[src/rtl/setare_multi.sv]
// setare_multi: time/alarm edit session controller with step buttons, one-cycle commit pulses and inactivity timeout
module setare_multi #(
  parameter int NUM_ALARMS = 2,
  parameter int SEL_W = 1,
  parameter int HOUR_MAX = 23,
  parameter int MIN_MAX = 59,
  parameter logic [31:0] TIMEOUT_CYC = 32'd500000000
) (
  input  logic                  clock,
  input  logic                  reset,
  input  logic                  semnal_setare,
  input  logic                  semnal_setare_a,
  input  logic [SEL_W-1:0]      alarm_sel,
  input  logic                  semnal_b1,
  input  logic                  semnal_b2,
  input  logic                  semnal_dir,
  input  logic                  semnal_stop,
  input  logic                  semnal_cancel,
  input  logic [4:0]            ore_curent,
  input  logic [5:0]            minute_curent,
  output logic [4:0]            ore,
  output logic [5:0]            minute,
  output logic [4:0]            edit_ore,
  output logic [5:0]            edit_minute,
  output logic                  load_timp,
  output logic [NUM_ALARMS-1:0] load_alarma,
  output logic                  editing,
  output logic                  timeout_abort
);
  typedef enum logic [1:0] {IDLE, EDIT_T, EDIT_A} state_t;
  state_t st;
  logic b1_q, b2_q, e1, e2, sel_ok, tmo;
  logic [SEL_W-1:0] ch;
  logic [31:0] cnt;
  logic [4:0] sh_h [NUM_ALARMS];
  logic [5:0] sh_m [NUM_ALARMS];
  logic [4:0] pre_h, nxt_h;
  logic [5:0] pre_m, nxt_m;
  assign e1 = semnal_b1 & ~b1_q;
  assign e2 = semnal_b2 & ~b2_q;
  assign tmo = (TIMEOUT_CYC != 32'd0) && (cnt == TIMEOUT_CYC - 32'd1);
  assign nxt_h = !e1 ? edit_ore :
                 semnal_dir ? (edit_ore == 5'd0 ? 5'(HOUR_MAX) : edit_ore - 5'd1) :
                 (edit_ore == 5'(HOUR_MAX) ? 5'd0 : edit_ore + 5'd1);
  assign nxt_m = !e2 ? edit_minute :
                 semnal_dir ? (edit_minute == 6'd0 ? 6'(MIN_MAX) : edit_minute - 6'd1) :
                 (edit_minute == 6'(MIN_MAX) ? 6'd0 : edit_minute + 6'd1);
  always_comb begin
    sel_ok = 1'b0;
    pre_h = '0;
    pre_m = '0;
    for (int i = 0; i < NUM_ALARMS; i++)
      if (alarm_sel == SEL_W'(i)) begin
        sel_ok = 1'b1;
        pre_h = sh_h[i];
        pre_m = sh_m[i];
      end
  end
  always_ff @(posedge clock) begin
    if (reset) begin
      st <= IDLE;
      b1_q <= 1'b0;
      b2_q <= 1'b0;
      ch <= '0;
      cnt <= '0;
      ore <= '0;
      minute <= '0;
      edit_ore <= '0;
      edit_minute <= '0;
      load_timp <= 1'b0;
      load_alarma <= '0;
      editing <= 1'b0;
      timeout_abort <= 1'b0;
      for (int i = 0; i < NUM_ALARMS; i++) begin
        sh_h[i] <= '0;
        sh_m[i] <= '0;
      end
    end else begin
      b1_q <= semnal_b1;
      b2_q <= semnal_b2;
      load_timp <= 1'b0;
      load_alarma <= '0;
      timeout_abort <= 1'b0;
      if (st == IDLE) begin
        if (semnal_setare) begin
          st <= EDIT_T;
          editing <= 1'b1;
          edit_ore <= ore_curent;
          edit_minute <= minute_curent;
          cnt <= '0;
        end else if (semnal_setare_a && sel_ok) begin
          st <= EDIT_A;
          editing <= 1'b1;
          ch <= alarm_sel;
          edit_ore <= pre_h;
          edit_minute <= pre_m;
          cnt <= '0;
        end
      end else if (semnal_cancel) begin
        st <= IDLE;
        editing <= 1'b0;
      end else if (semnal_stop) begin
        st <= IDLE;
        editing <= 1'b0;
        ore <= edit_ore;
        minute <= edit_minute;
        load_timp <= st == EDIT_T;
        for (int i = 0; i < NUM_ALARMS; i++)
          if (st == EDIT_A && ch == SEL_W'(i)) begin
            load_alarma[i] <= 1'b1;
            sh_h[i] <= edit_ore;
            sh_m[i] <= edit_minute;
          end
      end else if (tmo) begin
        st <= IDLE;
        editing <= 1'b0;
        timeout_abort <= 1'b1;
      end else begin
        edit_ore <= nxt_h;
        edit_minute <= nxt_m;
        cnt <= (e1 | e2) ? 32'd1 : cnt + 32'd1;
      end
    end
  end
endmodule

[config.mk]
export PLATFORM = sky130hd
export DESIGN_NAME = setare_multi
export DESIGN_NICKNAME = d
export VERILOG_FILES = /design/src/rtl/setare_multi.sv
export SDC_FILE = /design/constraint.sdc
export NUM_CORES = 1
export LEC_CHECK = 0
export ABC_AREA = 1
export CAP_MARGIN = 15
export CORE_UTILIZATION = 55
export CTS_CLUSTER_DIAMETER = 40
export DETAILED_ROUTE_END_ITERATION = 8
export PLACE_DENSITY = 0.77
export SLEW_MARGIN = 5
export SYNTH_ARGS = -nofsm -noshare
export SYNTH_HDL_FRONTEND = slang
export SYNTH_SLANG_ARGS = --single-unit
[constraint.sdc]
create_clock -name clock -period 2.2 [get_ports clock]
set_input_delay 0.66 -clock clock [delete_from_list [all_inputs] [get_ports clock]]
set_output_delay 0.66 -clock clock [all_outputs]
set_load 0.1 [all_outputs]
==> out/metrics.cfg, run 1 <==
[logic_synthesis]
synth_xor_area_frac=0.0156
ys_warn_count=0
seq_area_frac_synth=0.384
synthDistinctLibCells=33
synth_top_family_by_area=simple AND/OR/NAND/NOR gates
syn-num-nets=811
syn-mean-instance-area_um2=6.46
syn-instance-count=784
synthMuxAreaShare=0
syn_area_mm2=0.00506
synth_fa_ha_area_frac=0.0148
ys_seq_elements=86
yosys.area_share.simple=0.385
synth_compound_area_frac=0.118

[routing]
remaining_drc_errors=4
vias_per_cell=5.57
first_pass_iters=7
wl_per_cell_um=15.5
drt_iter0_drc=378
drt-total-wl_mm=14.9
dr_total_vias=5365
final_antenna_net_count=0

[worst_setup_path]
cp-end-kind=flip-flop
path_cells=nor2_4 -> inv_2 -> nand2_1 -> nor2_1 -> inv_2 -> nor2_4 -> inv_1 -> o21ai_0 -> nand2_1 -> inv_1
r2r_end=cnt[6]
cp_max_fo=13
cpMaxStageDelayCell=dfxtp_1
startpoint_type=flip-flop
max_stage_delay_ns=0.44
critPathRequiredTime_ns=2.50
path_class=flip-flop to flip-flop
rrSetupSlack_ns=0.18
r2r_cells=10
critPathBufInv=4
r2r_start=st[0]
cpLargestDelayFamily=simple AND/OR/NAND/NOR gates
cp.arrival_ns=2.32

[floorplanning]
die_x_um=97.9
core_mm2=0.00881
initial_core_util=0.575
die_area_mm2=0.00959
num_rows=34
io-pin-count=48
die_h_um=97.9

[sta]
slew_viol_final=0
worst_pin_slew_ns=0.365
grt_setup_unrepaired=no
slew_headroom=0.755
fin_worst_skew_ns=0.00849
hold_viol=0
finalCriticalPeriod_ns=2.02
max_freq_mhz=496
setup_viol=0
timing.final.crit_share=0.917

[power_and_ir_drop]
power_density_mw_per_mm2=655
p_leak_nw=2.45
ir_drop_v=0.000642

[clock_tree]
clock-sinks=86
clkTransAtPathRegs_ns=0.10
clockBufferDepth=2
cts_max_level=3
cts_setup_buffers=0
cts_made_buffers=9
cts-resized-gates=0
cts_root_buffer=clkbuf_8
cts_hold_buf=0
insertion_delay_ns=0.36
cts_tree=done

[placement]
placedCellCount=948
io_buffer_count=47
hpwl_mm=11.5
gp_congestion=0.939

[layout]
nNetsFinal=878
antennaDiodeCount=0
layoutNonFillerInstCount=964
area_growth_pct=19.9
fin_util=0.689
fillCellCount=784
final_layout_size_suffix_gt1_frac=0.106

[global_routing]
grt_start_max_net_pins=20
grt_pass1_wl_mm=24.5
grt_usage=0.324
gr-total-overflow=0
grt_antenna_before_repair=0
grt_pass1_vias=4953

[hold_path]
min_from=editing
whs_endpoint=editing
hold_depth=2
hold_path_class=flip-flop to flip-flop

[outcome]
status=complete, but fails checks
violations=design-rule violations

[job]
maxCapViolCount=0

cells by family after synthesis:
| kind of cell | after synthesis |
|---|---|
| DFF | 86 |
| adders and majority gates | 6 |
| and+or+nand+nor | 466 |
| xor gates and xnor gates | 9 |
| AOI/OAI and AO/OA | 115 |
| buffers and inverters | 102 |
flip-flops by register name (all words and copies together) (netlist names), 2 cells and up:
register and flops:
cnt 32, sh_m 12, sh_h 10, edit_minute 6, minute 6, edit_ore 5, ore 5, load_alarma 2
st 2
worst reg2reg max path, cell delays in order, from the launching register on:
cell	delay (ns)
dfxtp_1	0.44
nor2_4	0.12
inv_2	0.28
nand2_1	0.12
nor2_1	0.29
inv_2	0.11
nor2_4	0.17
inv_1	0.09
o21ai_0	0.21
nand2_1	0.07
inv_1	0.05
cells in the final DEF, fill, tap and decap left out, types with 3 or more instances in the layout:
| cell type | instances |
|---|---|
| xor2_1 | 8 |
| nor4_1 | 3 |
| buf_12 | 14 |
| o21ai_1 | 5 |
| nand2_1 | 231 |
| nor2_1 | 149 |
| nor2_2 | 4 |
| nand4_1 | 14 |
| nand3_1 | 45 |
| clkbuf_8 | 9 |
| nor3_1 | 7 |
| o21bai_1 | 3 |
| dfxtp_1 | 62 |
| ha_1 | 6 |
| edfxtp_1 | 22 |
| inv_2 | 4 |
| clkdlybuf4s50_1 | 20 |
| inv_1 | 74 |
| o21ai_0 | 41 |
| buf_4 | 43 |
| o31ai_1 | 4 |
| nor2_4 | 3 |
| clkinv_1 | 4 |
| a21oi_1 | 61 |
per-stage QoR:
stage | hold WS, ns | setup WS (ns) | power [W] | TNS, ns | instance area [um^2]
4_1_cts | 0.488 | 0.221 | 0.00397 | 0 | 6070
3_3_place_gp | 0.458 | -0.0413 | 0.00292 | -0.0930 | 5890
2_1_floorplan | 0.444 | 0.0449 | 0.00256 | 0 | 5060
6_report | 0.476 | 0.182 | 0.00398 | 0 | 6070
3_5_place_dp | 0.472 | -0.0888 | 0.00294 | -0.444 | 5890
5_1_grt | 0.505 | 0.0179 | 0.00413 | 0 | 6070
synthesized netlist by cell type:
cell type,instances,area [um^2]
nand3b_1,2,15.0
dfxtp_1,64,1280
o311ai_0,1,8.76
buf_6,4,45.0
buf_1,1,3.75
xor2_1,8,70.1
xnor2_1,1,8.76
inv_1,74,278
clkbuf_1,13,48.8
nand2_2,2,12.5
nand3_4,2,35.0
o21bai_1,3,22.5
nand3_1,45,225
nor2_1,149,559
o21ai_1,5,25.0
buf_2,2,10.0
nor2_2,4,25.0
clkinv_1,3,11.3
o21ai_0,41,205
inv_2,4,15.0
buf_4,1,7.51
nand2_4,1,11.3
o31ai_1,4,30.0
ha_1,6,75.1
edfxtp_1,22,661
nor3_1,7,35.0
nand2_1,231,867
nor2_4,3,33.8
a21oi_1,61,305
nand4_2,1,12.5
nor4_1,3,18.8
nand4_1,14,87.6
and2_1,2,12.5
how the worst max path moves through the flow:
stage,start,cells after the start,slack (ns),end
after floorplan,edit_ore[0],8,0.04,edit_ore[0]
after global placement,semnal_setare,10,-0.04,cnt[21]
after detailed placement,semnal_b1,12,-0.09,cnt[6]
after CTS,st[0],10,0.22,cnt[6]
after global routing,st[0],10,0.02,cnt[6]
final,st[0],10,0.18,cnt[6]
area by class of cell:
type                            instances  area (um^2)  share of cell area
Clock inverter                          7         56.3             0.00928
Multi-Input combinational cell        596         2700               0.445
Timing Repair Buffer                   77          803               0.132
Clock buffer                            9          124              0.0204
Inverter                               81          304              0.0501
Sequential cell                        86         1940               0.320
Tap cell                              108          135              0.0223
power breakdown:
part           switching [W]  internal (W)
Clock               0.000629      0.000425
Sequential         0.0000760       0.00168
Combinational       0.000784      0.000380
routing by layer:
metal	share of wire	GRT usage
met1	0.44	0.463
met2	0.43	0.489
met3	0.11	0.0659
met4	0.022	0.108
met5	0	0
No activity file was read; power rests on OpenSTA's default activity.
==> run 2: changes to the inputs <==
--- a/config.mk
+++ b/config.mk
@@ -8,7 +8,7 @@
 export ABC_AREA = 1
 export CAP_MARGIN = 15
 export CORE_UTILIZATION = 55
-export CTS_CLUSTER_DIAMETER = 40
+export CTS_CLUSTER_DIAMETER = 200
 export DETAILED_ROUTE_END_ITERATION = 8
 export PLACE_DENSITY = 0.77
 export SLEW_MARGIN = 5
==> results of run 2 <==
Same layout as run 1: the final DEF is identical, and so are final timing and power.
==> run 3: changes to the inputs <==
--- a/config.mk
+++ b/config.mk
@@ -6,7 +6,7 @@
 export NUM_CORES = 1
 export LEC_CHECK = 0
 export ABC_AREA = 1
-export CAP_MARGIN = 15
+export CAP_MARGIN = 25
 export CORE_UTILIZATION = 55
 export CTS_CLUSTER_DIAMETER = 200
 export DETAILED_ROUTE_END_ITERATION = 8
==> results of run 3 <==
Same layout as run 1: the final DEF is identical, and so are final timing and power.
